$ cat config.mk
export PLATFORM = sky130hd
export DESIGN_NAME = ps2_scancode_rx
export DESIGN_NICKNAME = d
export VERILOG_FILES = /design/src/rtl/ps2_pkg.sv /design/src/rtl/ps2_sync_filter.sv /design/src/rtl/ps2_scancode_rx.sv
export SDC_FILE = /design/constraint.sdc
export NUM_CORES = 1
export LEC_CHECK = 0
export BUFFER_PORTS_ARGS = -buffer_cell sky130_fd_sc_hd__buf_2
export CORE_AREA = 2 2 68 96
export DETAILED_ROUTE_END_ITERATION = 8
export DIE_AREA = 0 0 70 98
export PLACE_DENSITY_LB_ADDON = 0.08
export SLEW_MARGIN = 20
export SYNTH_ARGS = -nofsm -noshare
export SYNTH_HDL_FRONTEND = slang
export SYNTH_HIERARCHICAL = 1
export SYNTH_SLANG_ARGS = --single-unit
$ cat constraint.sdc
create_clock -name clock -period 2.9 [get_ports clock]
set_input_delay 0.58 -clock clock [delete_from_list [all_inputs] [get_ports clock]]
set_output_delay 0.58 -clock clock [all_outputs]
set_load 0.1 [all_outputs]
$ cat src/rtl/ps2_pkg.sv
// Shared types and constants for the PS/2 scan-code receiver.
package ps2_pkg;

    typedef enum logic [1:0] {
        IDLE,
        DATA,
        PARITY,
        STOP
    } ps2_state_t;

    localparam int unsigned PS2_DATA_BITS  = 8;
    localparam int unsigned PS2_FRAME_BITS = 11;

    // PS/2 uses odd parity over the eight data bits plus the parity bit.
    function automatic logic parity_ok(input logic [7:0] data, input logic par);
        return ^{data, par};
    endfunction

endpackage

$ cat src/rtl/ps2_sync_filter.sv
// Two-flop synchronizer for both PS/2 pins, level filter on the clock pin and
// a one-cycle strobe on each accepted falling edge of the filtered clock.
module ps2_sync_filter #(
    parameter int unsigned FILTER_LEN = 8
) (
    input  logic clock,
    input  logic reset,
    input  logic ps2_clk,
    input  logic ps2_data,
    output logic fall,
    output logic data_s
);

    localparam int unsigned FW = $clog2(FILTER_LEN + 1);

    logic          clk_s1_q, clk_s2_q;
    logic          dat_s1_q, dat_s2_q;
    logic          clk_f_q, clk_f_d;
    logic [FW-1:0] cnt_q, cnt_d;
    logic          fall_q;

    always_ff @(posedge clock or posedge reset) begin
        if (reset) begin
            clk_s1_q <= 1'b1;
            clk_s2_q <= 1'b1;
            dat_s1_q <= 1'b1;
            dat_s2_q <= 1'b1;
            clk_f_q  <= 1'b1;
            cnt_q    <= '0;
            fall_q   <= 1'b0;
        end else begin
            clk_s1_q <= ps2_clk;
            clk_s2_q <= clk_s1_q;
            dat_s1_q <= ps2_data;
            dat_s2_q <= dat_s1_q;
            clk_f_q  <= clk_f_d;
            cnt_q    <= cnt_d;
            fall_q   <= clk_f_q & ~clk_f_d;
        end
    end

    // The counter tracks how long the synchronized level has disagreed with clk_f.
    always_comb begin
        clk_f_d = clk_f_q;
        cnt_d   = '0;
        if (clk_s2_q != clk_f_q) begin
            if (cnt_q == FW'(FILTER_LEN - 1)) begin
                clk_f_d = clk_s2_q;
            end else begin
                cnt_d = cnt_q + 1'b1;
            end
        end
    end

    assign fall   = fall_q;
    assign data_s = dat_s2_q;

endmodule

$ cat src/rtl/ps2_scancode_rx.sv
// PS/2 device-to-host receiver: frames 11-bit packets, checks parity/stop,
// aborts stalled frames and keeps a four-byte history for the hex display.
module ps2_scancode_rx
    import ps2_pkg::*;
#(
    parameter int unsigned FILTER_LEN     = 8,
    parameter int unsigned TIMEOUT_CYCLES = 50_000
) (
    input  logic        clock,
    input  logic        reset,
    input  logic        ps2_clk,
    input  logic        ps2_data,
    output logic [7:0]  scan_code,
    output logic        scan_valid,
    output logic        parity_err,
    output logic        frame_err,
    output logic [31:0] keyb_char
);

    localparam int unsigned TW = $clog2(TIMEOUT_CYCLES + 1);

    logic fall;
    logic data_s;

    ps2_state_t    state_q, state_d;
    logic [2:0]    bit_cnt_q, bit_cnt_d;
    logic [7:0]    shreg_q, shreg_d;
    logic          parity_q, parity_d;
    logic [TW-1:0] timeout_q, timeout_d;
    logic [7:0]    scan_code_q, scan_code_d;
    logic [31:0]   keyb_char_q, keyb_char_d;
    logic          scan_valid_q, scan_valid_d;
    logic          parity_err_q, parity_err_d;
    logic          frame_err_q, frame_err_d;

    ps2_sync_filter #(
        .FILTER_LEN(FILTER_LEN)
    ) u_sync (
        .clock   (clock),
        .reset   (reset),
        .ps2_clk (ps2_clk),
        .ps2_data(ps2_data),
        .fall    (fall),
        .data_s  (data_s)
    );

    always_ff @(posedge clock or posedge reset) begin
        if (reset) begin
            state_q      <= IDLE;
            bit_cnt_q    <= '0;
            shreg_q      <= '0;
            parity_q     <= 1'b0;
            timeout_q    <= '0;
            scan_code_q  <= '0;
            keyb_char_q  <= '0;
            scan_valid_q <= 1'b0;
            parity_err_q <= 1'b0;
            frame_err_q  <= 1'b0;
        end else begin
            state_q      <= state_d;
            bit_cnt_q    <= bit_cnt_d;
            shreg_q      <= shreg_d;
            parity_q     <= parity_d;
            timeout_q    <= timeout_d;
            scan_code_q  <= scan_code_d;
            keyb_char_q  <= keyb_char_d;
            scan_valid_q <= scan_valid_d;
            parity_err_q <= parity_err_d;
            frame_err_q  <= frame_err_d;
        end
    end

    always_comb begin
        state_d      = state_q;
        bit_cnt_d    = bit_cnt_q;
        shreg_d      = shreg_q;
        parity_d     = parity_q;
        timeout_d    = '0;
        scan_code_d  = scan_code_q;
        keyb_char_d  = keyb_char_q;
        scan_valid_d = 1'b0;
        parity_err_d = 1'b0;
        frame_err_d  = 1'b0;

        // A fall takes priority over the timeout terminal count.
        if (fall) begin
            unique case (state_q)
                IDLE: begin
                    if (!data_s) begin
                        bit_cnt_d = '0;
                        state_d   = DATA;
                    end
                end
                DATA: begin
                    shreg_d = {data_s, shreg_q[7:1]};
                    if (bit_cnt_q == 3'(PS2_DATA_BITS - 1)) begin
                        state_d = PARITY;
                    end else begin
                        bit_cnt_d = bit_cnt_q + 1'b1;
                    end
                end
                PARITY: begin
                    parity_d = data_s;
                    state_d  = STOP;
                end
                STOP: begin
                    state_d = IDLE;
                    if (!data_s) begin
                        frame_err_d = 1'b1;
                    end else if (parity_ok(shreg_q, parity_q)) begin
                        scan_code_d  = shreg_q;
                        keyb_char_d  = {keyb_char_q[23:0], shreg_q};
                        scan_valid_d = 1'b1;
                    end else begin
                        parity_err_d = 1'b1;
                    end
                end
                default: state_d = IDLE;
            endcase
        end else if (state_q != IDLE) begin
            if (timeout_q == TW'(TIMEOUT_CYCLES)) begin
                frame_err_d = 1'b1;
                state_d     = IDLE;
            end else begin
                timeout_d = timeout_q + 1'b1;
            end
        end
    end

    assign scan_code  = scan_code_q;
    assign scan_valid = scan_valid_q;
    assign parity_err = parity_err_q;
    assign frame_err  = frame_err_q;
    assign keyb_char  = keyb_char_q;

endmodule
======== Word-level counts from Yosys, hierarchy flattened ========
Cells that the tools add are included.
cells by class
  bitwise operators ....................... 2
  muxes and demuxes ....................... 29
  equal/unequal tests ..................... 11
  reduce and logical (&&, ||, !) cells .... 11
  $add $sub $neg .......................... 3
operator list
  kind                   number
  $mux 16                3
  $add 16x1->16 const B  1
  $eq 16x16->1 const B   1
  $mux 1                 15
  $reduce_and 4->1       3
  $mux 2                 5
  $reduce_xor 9->1       1
  $mux 4                 2
  $pmux 2 s4             1
  $reduce_bool 2->1      4
  $mux 3                 2
  $ne 3x3->1 const B     2
  $pmux 3 s2             1
  $add 4x1->4 const B    1
  $eq 2x2->1 const B     2
  $eq 4x3->1 const B     1
  $ne 2x2->1 const B     2
  $reduce_and 2->1       2
  $add 3x1->3 const B    1
  $eq 3x3->1 const B     1
  $eq 2x1->1 const B     1
  $logic_not 2->1        1
  $and 1x1->1            1
  $ne 1x1->1             1
  $not 1->1              1
word-level totals
  register bits ........................... 83
  logic and storage cells ................. 73
  input port bits ......................... 4
  output and inout port bits .............. 43

======== Depth between registers and ports, before layout ========
Gate-level depths: netlist of run 1.
  word-level depth ........................ 5
  gate-level depth with buffers ........... 7
  depth with buffers taken out ............ 6

======== Cells and area by module ========
The synthesis of run 1 kept the hierarchy.
modules (own cells, without submodules)
  module           cells each  times used  seq. area each (µm²)  area an instance (µm²)
  ps2_scancode_rx  231         1           1626.6                2935.3
  ps2_sync_filter  24          1           256.5                 367.9

======== Least setup slack after synthesis of run 1 ========
OpenSTA, ideal clock, no wires.
  kind .................................... flip-flop to output port
  start ................................... reg scan_code_q[0] (netlist: scan_code[0])
  end ..................................... out scan_code[0]
  required time ........................... 2320 ps
  stages on the path, launching flop included .. 2
  path slack .............................. 971 ps
  buffers on the path ..................... 1
  arrival time ............................ 1349 ps
  cells stage by stage .................... dfrtp_1 -> buf_4
RTL lines
  element                 RTL line               text
  from (decl)             ps2_scancode_rx.sv:30  logic [7:0] scan_code_q, scan_code_d;
  from (signal assigned)  ps2_scancode_rx.sv:65  scan_code_q <= scan_code_d;
  to (decl)               ps2_scancode_rx.sv:13  output logic [7:0] scan_code,
No word-level cell between the ends.

======== Worst setup path in the final report of run 1 ========
  start ................................... reg shreg_q[4]
  end ..................................... reg scan_code_q[6] (netlist: scan_code[6])
on the way
  cells in the longest elaborated chain, start to end .. 2
ends and longest elaborated chain
  element                            RTL line               text
  from (decl)                        ps2_scancode_rx.sv:27  logic [7:0] shreg_q, shreg_d;
  from (signal assigned)             ps2_scancode_rx.sv:62  shreg_q <= shreg_d;
  $reduce_xor 9->1                   ps2_pkg.sv:16          return ^{data, par};
  $reduce_and 4->1 (no source line)  n/a
Every way passes these cells.
A chain may end at the register's enable or synchronous reset.

==> results of run 1 <==
## cells in the mapped netlist, types with 2 or more instances
cell / instances / share of area, %
a22o_1: 3 / 0.80
nor4bb_1: 3 / 0.91
ha_1: 9 / 3.4
nor2_1: 16 / 1.8
buf_4: 8 / 1.8
nand3_1: 6 / 0.91
clkbuf_1: 4 / 0.45
nand4_1: 6 / 1.1
dfstp_2: 5 / 4.0
mux2_2: 40 / 14
nor3b_1: 3 / 0.68
a21oi_1: 3 / 0.45
xnor2_1: 6 / 1.6
nor2b_1: 2 / 0.38
and3_1: 5 / 0.95
dfrtp_1: 70 / 53
o21ai_0: 8 / 1.2
nand2b_1: 2 / 0.38
or3_1: 2 / 0.38
inv_1: 11 / 1.3
buf_6: 3 / 1.0
xor2_1: 11 / 2.9
nand2_1: 13 / 1.5
## flip-flops by register name, summed over array words and instances, names as in the netlist, 2 cells and up
signal and count:
bit_cnt_q 3, timeout_q 16, keyb_char 25, scan_code 7, state_q 2, u_sync/cnt_q 4
shreg_q 8
## per-layer routing
layer,global-route usage (%),up-vias
met1,19.2,1000
met3,2.58,9
li1,-,963
met4,9.76,0
met5,0,-
met2,29.3,44
## per-stage QoR
stage / util [%] / worst slack, ps
2_1_floorplan: - / 694
3_3_place_gp: 58.6 / 755
3_5_place_dp: 58.6 / 744
4_1_cts: 62.2 / 727
5_1_grt: 62.2 / 650
6_report: 62.2 / 757
## logic make-up (layout without fill, tap and decap cells)
group,Yosys count,after routing,share of synthesized area (%)
XOR/XNOR,19,19,5.91
AO/OA/AOI/OAI,19,19,3.56
multiplexers,43,43,15.1
buffers and inverters,26,75,4.55
flip-flops,75,75,57.0
adder cells (fa/ha/maj),9,9,3.41
AND/OR/NAND/NOR,64,64,10.5
## worst max-delay path, cell delays in order (launching register included)
cell,delay (ps)
dfrtp_1,410
xor2_1,170
xnor3_2,440
mux2i_4,220
buf_4,390
mux2_2,380
## final cells by class
class	instances	area, µm²
clock inverter	6	90.1
fill	504	2280
sequential	75	1880
tap	72	90.1
inverter	11	41.3
clock buffer	10	128
timing repair buffer	48	258
multi-input combinational	154	1270
## power by group
part	switching, mW	leakage, nW	total, mW	internal, mW
clock	0.380	0.106	0.866	0.486
combinational	0.0437	0.804	0.0802	0.0365
sequential	0.0235	1.03	1.10	1.08
total	0.447	1.94	2.05	1.60
## final timing paths
| check | cells past startpoint | endpoint | from |
|---|---|---|---|
| max | 5 | scan_code[6] | shreg_q[4] |
| min in group clock | 1 | u_sync/clk_s1_q | ps2_clk |
| min | 2 | u_sync/cnt_q[3] | reset |
| max reg2reg | 5 | scan_code[6] | shreg_q[4] |
| max in group asynchronous | 3 | bit_cnt_q[1] | reset |
| min reg2reg | 0 | u_sync/data_s | u_sync/dat_s1_q |
==> flow_summary_export.csv, run 1 <==
group,metric,value,unit
clocking,cts.clk_slew.worst_paths,80,ps
routing,drc,0,
routing,highest_layer,"met4",
finish,layout_common_cells,"70 x dfrtp_1, 46 x buf_2, 40 x mux2_2",
synthesis,synth_ff_type,"dfrtp_1",
grt,antenna_found_initial,0,
finish,final_common_cell,"dfrtp_1",
setup_path,crit_arrival,2370,ps
sta,skew,7.99,ps
grt,grt_overflow,0,
run_status,outcome,"completed",
power_and_ir_drop,power.leakage,1.94,nW
synthesis,synth_warnings,6,
sta,worst_pin_slew,698,ps
sta,setup-tns-final,0,ps
grt,grt_pass1_wl,9180,µm
finish,postLayoutCellArea,3760,µm²
die,die_x,70,µm
setup_path,path_max_fanout,33,
synthesis,netlist_instances,255,
synthesis,synthArstFlopShare,100,%
routing,met2_length,2590,µm
clocking,cts_buffer_depth,2,
die,die_h,98,µm
sta,fmax,0.467,GHz
sta,fin_crit,2140,ps
die,core,6040,µm²
finish,diodes,0,
setup_path,rrSetupSlack,760,ps
sta,period_share,73.9,%
routing,drt-initial-drc-count,96,
clocking,cts_hold_repair.buffers,0,
setup_path,worstSetupPathType,"reg2reg",
clocking,post_cts_buffers,0,
grt,grt_max_degree,34,
setup_path,end_kind,"flop",
finish,drive_gt1_share,37.2,%
min_path,hp-class,"in2async",
power_and_ir_drop,power_density,545,nW/µm²
place,io_buffers,46,
grt,grt_pass1_vias,2081,
die,rows,34,
routing,viasPerCell,5.36,
synthesis,synth_fp_nets,268,
sta,drv_slew,0,
synthesis,syn-cell-area,3300,µm²
setup_path,required,3130,ps
routing,postRouteAntennaNets,0,
clocking,cts-resized-gates,0,
sta,relSlewSlack,53.4,%
synthesis,synthDistinctLibCells,39,
power_and_ir_drop,peakVddDrop,360,µV
place,place_area,3540,µm²
die,die_area,6860,µm²
sta,holdWs,224,ps
routing,drt-wirelength-per-cell,13.6,µm
clocking,clock_tree.htree_level_count,3,
synthesis,synth-seq-area-share,57.0,%
sta,setup_violations,0,
place,place.gp.congestion,0.741,
job,cap_violations,0,
routing,firstDrtPassIters,4,
synthesis,synth_area_per_cell,13.0,µm²
synthesis,synth_edf_count,0,
routing,routed_wl,5100,µm
die,io_pins,47,
synthesis,synth_seq_cells,75,
clocking,cts_made_buffers,9,
finish,nets,312,
clocking,cts.sinks,75,
sta,hold_viol,0,
sta,grt_setup_unrepaired,"no",
clocking,cts_tree,"done",
grt,grt.total_usage,16.7,%
finish,areaGrowthSynthToFinish,13.8,%
setup_path,start_kind,"flop",
die,start_util,54.7,%
routing,wl_met3,202,µm
clocking,clock_latency,340,ps
finish,instances_no_fill,376,
routing,via_count,2016,
place,dpl.cell_count,360,
clocking,cts-root-buf,"clkbuf_8",
place,hpwlAfterDp,3460,µm
routing,wirelength_met1,2200,µm
power_and_ir_drop,power,2.05,mW
Note: power is estimated with default switching activity, not from simulation.
==> run 2, diff against run 1 <==
--- a/config.mk
+++ b/config.mk
@@ -5,10 +5,11 @@
 export SDC_FILE = /design/constraint.sdc
 export NUM_CORES = 1
 export LEC_CHECK = 0
+export ABC_AREA = 1
 export BUFFER_PORTS_ARGS = -buffer_cell sky130_fd_sc_hd__buf_2
-export CORE_AREA = 2 2 68 96
+export CORE_AREA = 2 2 70 99
 export DETAILED_ROUTE_END_ITERATION = 8
-export DIE_AREA = 0 0 70 98
+export DIE_AREA = 0 0 72 101
 export PLACE_DENSITY_LB_ADDON = 0.08
 export SLEW_MARGIN = 20
 export SYNTH_ARGS = -nofsm -noshare
==> constraint.sdc (replaced) <==
create_clock -name clock -period 2.2 [get_ports clock]
set_input_delay 0.44 -clock clock [delete_from_list [all_inputs] [get_ports clock]]
set_output_delay 0.44 -clock clock [all_outputs]
set_load 0.1 [all_outputs]
==> run 2 against run 1 <==
Net effect: setup slack got worse by 460 ps; synthesized area rose by 7.9%; via count rose by 40%; global-route usage rose by 3.9 points; sequential cell count did not move; sequential power rose by 31%; critical path depth rose by 6.
==> flow_summary_export.csv, run 2 <==
group,metric,value,unit
power_and_ir_drop,power,2.61,mW
synthesis,syn-cell-area,3560,µm²
sta,fmax,0.526,GHz
sta,grt_setup_unrepaired,"no",
finish,areaGrowthSynthToFinish,11.9,%
clocking,clock_latency,350,ps
synthesis,synth_ff_type,"dfrtp_1",
sta,fin_crit,1900,ps
clocking,post_cts_buffers,0,
setup_path,rr_startpoint,"shreg_q[1]",
setup_path,path_max_fanout,33,
die,start_util,55.4,%
place,place.gp.congestion,0.909,
finish,nets,470,
synthesis,synthDistinctLibCells,30,
die,core,6440,µm²
clocking,cts_hold_repair.buffers,0,
setup_path,end_kind,"flop",
grt,antenna_found_initial,0,
finish,drive_gt1_share,18.4,%
power_and_ir_drop,power.leakage,2.14,nW
synthesis,synth-seq-area-share,52.8,%
synthesis,yosys.area.top_type,"dfrtp_1",
setup_path,crit_arrival,2130,ps
sta,setup-tns-final,0,ps
setup_path,r2r-end,"keyb_char[14]",
sta,hold_viol,0,
grt,grt_max_degree,34,
sta,holdWs,64.5,ps
routing,drt-initial-drc-count,215,
setup_path,critPathMaxStageDelay,490,ps
sta,drv_slew,0,
setup_path,cp.depth,11,
die,io_pins,47,
setup_path,required,2430,ps
setup_path,worstSetupPathType,"reg2reg",
synthesis,synth_most_common_cell,"nand2_1",
die,die_h,101,µm
finish,largest_reg_flops,25,
routing,viasPerCell,5.26,
die,die_x,72,µm
sta,worst_pin_slew,644,ps
min_path,hp-class,"in2async",
job,cap_violations,0,
grt,grt_pass1_vias,2605,
run_status,outcome,"completed",
finish,layout_common_cells,"136 x nand2_1, 70 x dfrtp_1, 46 x buf_2",
grt,grt_pass1_wl,11700,µm
finish,utilization,61.9,%
die,die_area,7270,µm²
place,hpwlAfterDp,4810,µm
synthesis,synthArstFlopShare,100,%
setup_path,rrSetupSlack,300,ps
setup_path,cp_num_buf_inv,1,
synthesis,synth_common_cells,"136 x nand2_1, 70 x dfrtp_1, 35 x nor2_1",
power_and_ir_drop,power_density,655,nW/µm²
setup_path,slowest_stage,"nand3_2",
setup_path,path_cells,"inv_1, nand2_1, nand2_1, nand2_1, nand2_1, nand2_1, nand2_1, nand2_2, nand3_2, nand2_1, nand2_1",
routing,firstDrtPassIters,4,
sta,skew,10.5,ps
synthesis,netlist_instances,418,
clocking,cts_made_buffers,9,
finish,final_common_cell,"nand2_1",
place,io_buffers,46,
clocking,cts_tree,"done",
clocking,cts-root-buf,"clkbuf_8",
clocking,clock_tree.htree_level_count,3,
grt,grt.total_usage,20.6,%
grt,grt_overflow,0,
setup_path,r2r_cells,11,
sta,period_share,86.4,%
synthesis,synth_edf_count,0,
power_and_ir_drop,peakVddDrop,395,µV
synthesis,synth_seq_cells,75,
synthesis,synth_top_area_share,49.2,%
synthesis,synth_fp_nets,431,
die,rows,35,
clocking,cts.clk_slew.worst_paths,80,ps
setup_path,crit_top_cell,"nand2_1",
synthesis,synth_area_per_cell,8.52,µm²
clocking,cts.sinks,75,
synthesis,synthTopCellsByArea,"dfrtp_1 49%, nand2_1 14%, nand4_1 6.0%",
sta,setup_violations,0,
setup_path,path_delay_family,"simple AND/OR/NAND/NOR gates",
setup_path,start_kind,"flop",
routing,drc,0,
clocking,cts_buffer_depth,2,
sta,relSlewSlack,57.0,%
clocking,cts-resized-gates,0,
finish,diodes,0,
routing,postRouteAntennaNets,0,
routing,drt-wirelength-per-cell,13.0,µm
synthesis,synth_warnings,6,
routing,via_count,2819,
routing,routed_wl,6960,µm
run 2: per-layer routing:
metal,vias to the layer above,GRT usage [%],wire [µm]
li1,1426,-,-
met1,1323,25.5,2990
met2,60,35.0,3590
met3,10,3.40,233
met4,0,9.87,142
met5,-,0,0
run 2: area by class of cell:
cell class / instances / area, µm²
multi-input cells: 284 / 1410
clock inverters: 6 / 63.8
well taps: 74 / 92.6
flip-flops and latches: 75 / 1880
repair buffers: 51 / 268
fillers: 575 / 2450
inverters: 36 / 135
clock buffers: 10 / 138
run 2: worst reg2reg max path: stages (launching register included):
cell,delay [ps]
dfrtp_1,400
inv_1,70
nand2_1,80
nand2_1,80
nand2_1,80
nand2_1,60
nand2_1,90
nand2_1,70
nand2_2,70
nand3_2,490
nand2_1,230
nand2_1,70
run 2: worst max path at each step:
stage | start | end | slack (ps)
global placement | shreg_q[3] | scan_code[1] | 350
finish | shreg_q[1] | keyb_char[14] | 300
detailed placement | shreg_q[0] | keyb_char[14] | 310
floorplan | reset | bit_cnt_q[0] | 130
global route | shreg_q[2] | keyb_char[30] | 30
CTS | shreg_q[0] | keyb_char[14] | 280
run 2: stage by stage:
stage	cell area, µm²	instances	setup WS (ps)
CTS	3990	536	280
global route	3990	536	29.7
finish	3990	536	300
detailed placement	3790	520	306
floorplan	3560	418	134
global placement	3790	520	345
run 2: report_power, final:
| part | switching, mW | internal (mW) | leakage [nW] |
|---|---|---|---|
| logic | 0.0666 | 0.0351 | 1.01 |
| registers | 0.0262 | 1.42 | 1.03 |
| clock network | 0.514 | 0.554 | 0.0987 |
run 2: cell families (layout without fill, tap and decap cells):
family,Yosys count,in the layout,synth area share (%)
and+or+nand+nor,241,241,30.1
muxes,1,1,0.316
xor gates and xnor gates,7,7,1.72
DFF,75,75,52.8
buffers and inverters,59,103,7.65
AOI/OAI and AO/OA,26,26,4.18
adders and majority gates,9,9,3.16
==> run 3, diff against run 2 <==
--- a/config.mk
+++ b/config.mk
@@ -7,9 +7,11 @@
 export LEC_CHECK = 0
 export ABC_AREA = 1
 export BUFFER_PORTS_ARGS = -buffer_cell sky130_fd_sc_hd__buf_2
-export CORE_AREA = 2 2 70 99
+export CAP_MARGIN = 0
+export CORE_AREA = 2 2 69 97
+export CTS_BUF_LIST = sky130_fd_sc_hd__clkbuf_8
 export DETAILED_ROUTE_END_ITERATION = 8
-export DIE_AREA = 0 0 72 101
+export DIE_AREA = 0 0 71 99
 export PLACE_DENSITY_LB_ADDON = 0.08
 export SLEW_MARGIN = 20
 export SYNTH_ARGS = -nofsm -noshare
==> run 3 against run 2 <==
Net effect: sequential share of layout area increased by 0.12 points; setup slack worse by 10 ps; fmax is 0.55% lower; die area down 3.3%.
==> flow_summary_export.csv, run 3 (synthesis gave the netlist of run 2 again) <==
group,metric,value,unit
run_status,outcome,"completed",
power_and_ir_drop,power,2.55,mW
power_and_ir_drop,internal-power,1.99,mW
sta,setup_violations,0,
routing,drc,0,
place,hpwlAfterDp,4560,µm
die,io_pins,47,
setup_path,r2r_cells,11,
sta,fmax,0.523,GHz
grt,antenna_found_initial,0,
finish,areaGrowthSynthToFinish,11.6,%
grt,grt_overflow,0,
clocking,cts_made_buffers,9,
setup_path,end_kind,"flop",
die,start_util,57.8,%
clocking,cts_tree,"done",
finish,final_common_cell,"nand2_1",
setup_path,r2r-end,"keyb_char[11]",
routing,postRouteAntennaNets,0,
place,io_buffers,46,
finish,diodes,0,
sta,hold_viol,0,
routing,viasPerCell,5.23,
power_and_ir_drop,power.share.clock,39.5,%
setup_path,crit_top_cell,"nand2_1",
sta,relSlewSlack,56.6,%
setup_path,critPathMaxStageDelay,490,ps
setup_path,start_kind,"flop",
clocking,cts.sinks,75,
clocking,post_cts_buffers,0,
routing,via_count,2790,
place,place.gp.congestion,0.814,
power_and_ir_drop,sequentialPowerShare,56.4,%
power_and_ir_drop,power.leakage,2.15,nW
setup_path,rrSetupSlack,290,ps
power_and_ir_drop,switching_share,21.9,%
setup_path,worstSetupPathType,"reg2reg",
setup_path,path_cells,"inv_1, nand2_1, nand2_1, nand2_1, nand2_1, nand2_1, nand2_1, nand2_2, nand3_2, nand2_1, nand2_1",
clocking,cts-resized-gates,0,
routing,drt-initial-drc-count,193,
grt,grt_pass1_wl,11900,µm
sta,worst_pin_slew,650,ps
die,die_x,71,µm
finish,nets,469,
clocking,clock_tree.htree_level_count,3,
power_and_ir_drop,peakVddDrop,531,µV
setup_path,path_max_fanout,33,
grt,grt_pass1_vias,2713,
sta,skew,10.4,ps
sta,fin_crit,1910,ps
finish,largest_reg_flops,25,
sta,grt_setup_unrepaired,"no",
job,cap_violations,0,
power_and_ir_drop,switchingPower,560,µW
sta,setup-tns-final,0,ps
clocking,cts_hold_repair.buffers,0,
finish,layout_common_cells,"136 x nand2_1, 70 x dfrtp_1, 46 x buf_2",
setup_path,slowest_stage,"nand3_2",
sta,drv_slew,0,
finish,multi_input_area,1410,µm²
grt,grt_max_degree,66,
finish,final-seq-area,1880,µm²
routing,drt-wirelength-per-cell,12.8,µm
die,die_h,99,µm
power_and_ir_drop,power.share.combinational,4.0,%
setup_path,crit_arrival,2140,ps
routing,routed_wl,6820,µm
clocking,clock_latency,340,ps
finish,fillerInstances,525,
setup_path,required,2430,ps
sta,period_share,86.8,%
finish,drive_gt1_share,17.6,%
die,core,6170,µm²
routing,firstDrtPassIters,4,
die,die_area,7030,µm²
clocking,cts-root-buf,"clkbuf_8",
sta,setup_ws,290,ps
power_and_ir_drop,power_density,642,nW/µm²
min_path,hp-class,"in2async",
grt,grt.total_usage,21.2,%
die,rows,34,
clocking,cts.clk_slew.worst_paths,80,ps
clocking,cts_buffer_depth,2,
setup_path,rr_startpoint,"shreg_q[2]",
place,placement.setup.worst_slack,302,ps
run 3: cell count changes in the layout (fill, tap and decap cells not counted):
| cell | delta |
|---|---|
| inv_1 | +3 |
| buf_4 | -2 |
| clkinvlp_4 | -2 |
| buf_12 | +1 |
| inv_6 | -1 |
run 3: worst max path at each step:
stage                     from            end  slack (ps)
global route        shreg_q[2]  keyb_char[30]          20
finish              shreg_q[2]  keyb_char[11]         290
CTS                 shreg_q[2]  keyb_char[22]         280
global placement    shreg_q[4]   keyb_char[7]         330
floorplan                reset   bit_cnt_q[0]         130
detailed placement  shreg_q[2]  keyb_char[22]         300
run 3: worst max-delay path: cells and delay by family (launching register included):
family,cells,cell delay [ps]
simple gates,10,1290
flops,1,420
buf+inv,1,70
run 3: power groups by stage:
| stage | clock network (mW) | registers, mW | logic, mW |
|---|---|---|---|
| 6_report | 1.01 | 1.44 | 0.102 |
| 3_3_place_gp | 0 | 1.47 | 0.101 |
| 2_1_floorplan | 0 | 1.46 | 0.0780 |
| 3_5_place_dp | 0 | 1.47 | 0.104 |
| 5_1_grt | 1.09 | 1.45 | 0.125 |
| 4_1_cts | 1.03 | 1.44 | 0.105 |
run 3: layer usage:
| metal | vias up | global-route usage (%) | wire length (µm) |
|---|---|---|---|
| met5 | - | 0 | 0 |
| met2 | 56 | 35.7 | 3450 |
| met1 | 1291 | 26.5 | 2970 |
| met4 | 0 | 8.13 | 133 |
| met3 | 10 | 4.81 | 268 |
| li1 | 1433 | - | - |
run 3: per-stage QoR:
step | hold WS (ps) | cells | instance area [µm²] | utilization (%)
floorplan | 277 | 418 | 3560 | -
global placement | 347 | 517 | 3790 | 61.4
detailed placement | 350 | 517 | 3790 | 61.4
CTS | 79.4 | 533 | 3980 | 64.5
global route | 109 | 533 | 3980 | 64.5
finish | 80.1 | 533 | 3980 | 64.5
run 3: area by class of cell:
type | count | area share (%)
clock buffer | 10 | 3.46
inverter | 36 | 3.40
multi-input combinational | 284 | 35.4
tap | 72 | 2.26
timing repair buffer | 50 | 6.86
clock inverter | 6 | 1.29
sequential | 75 | 47.3
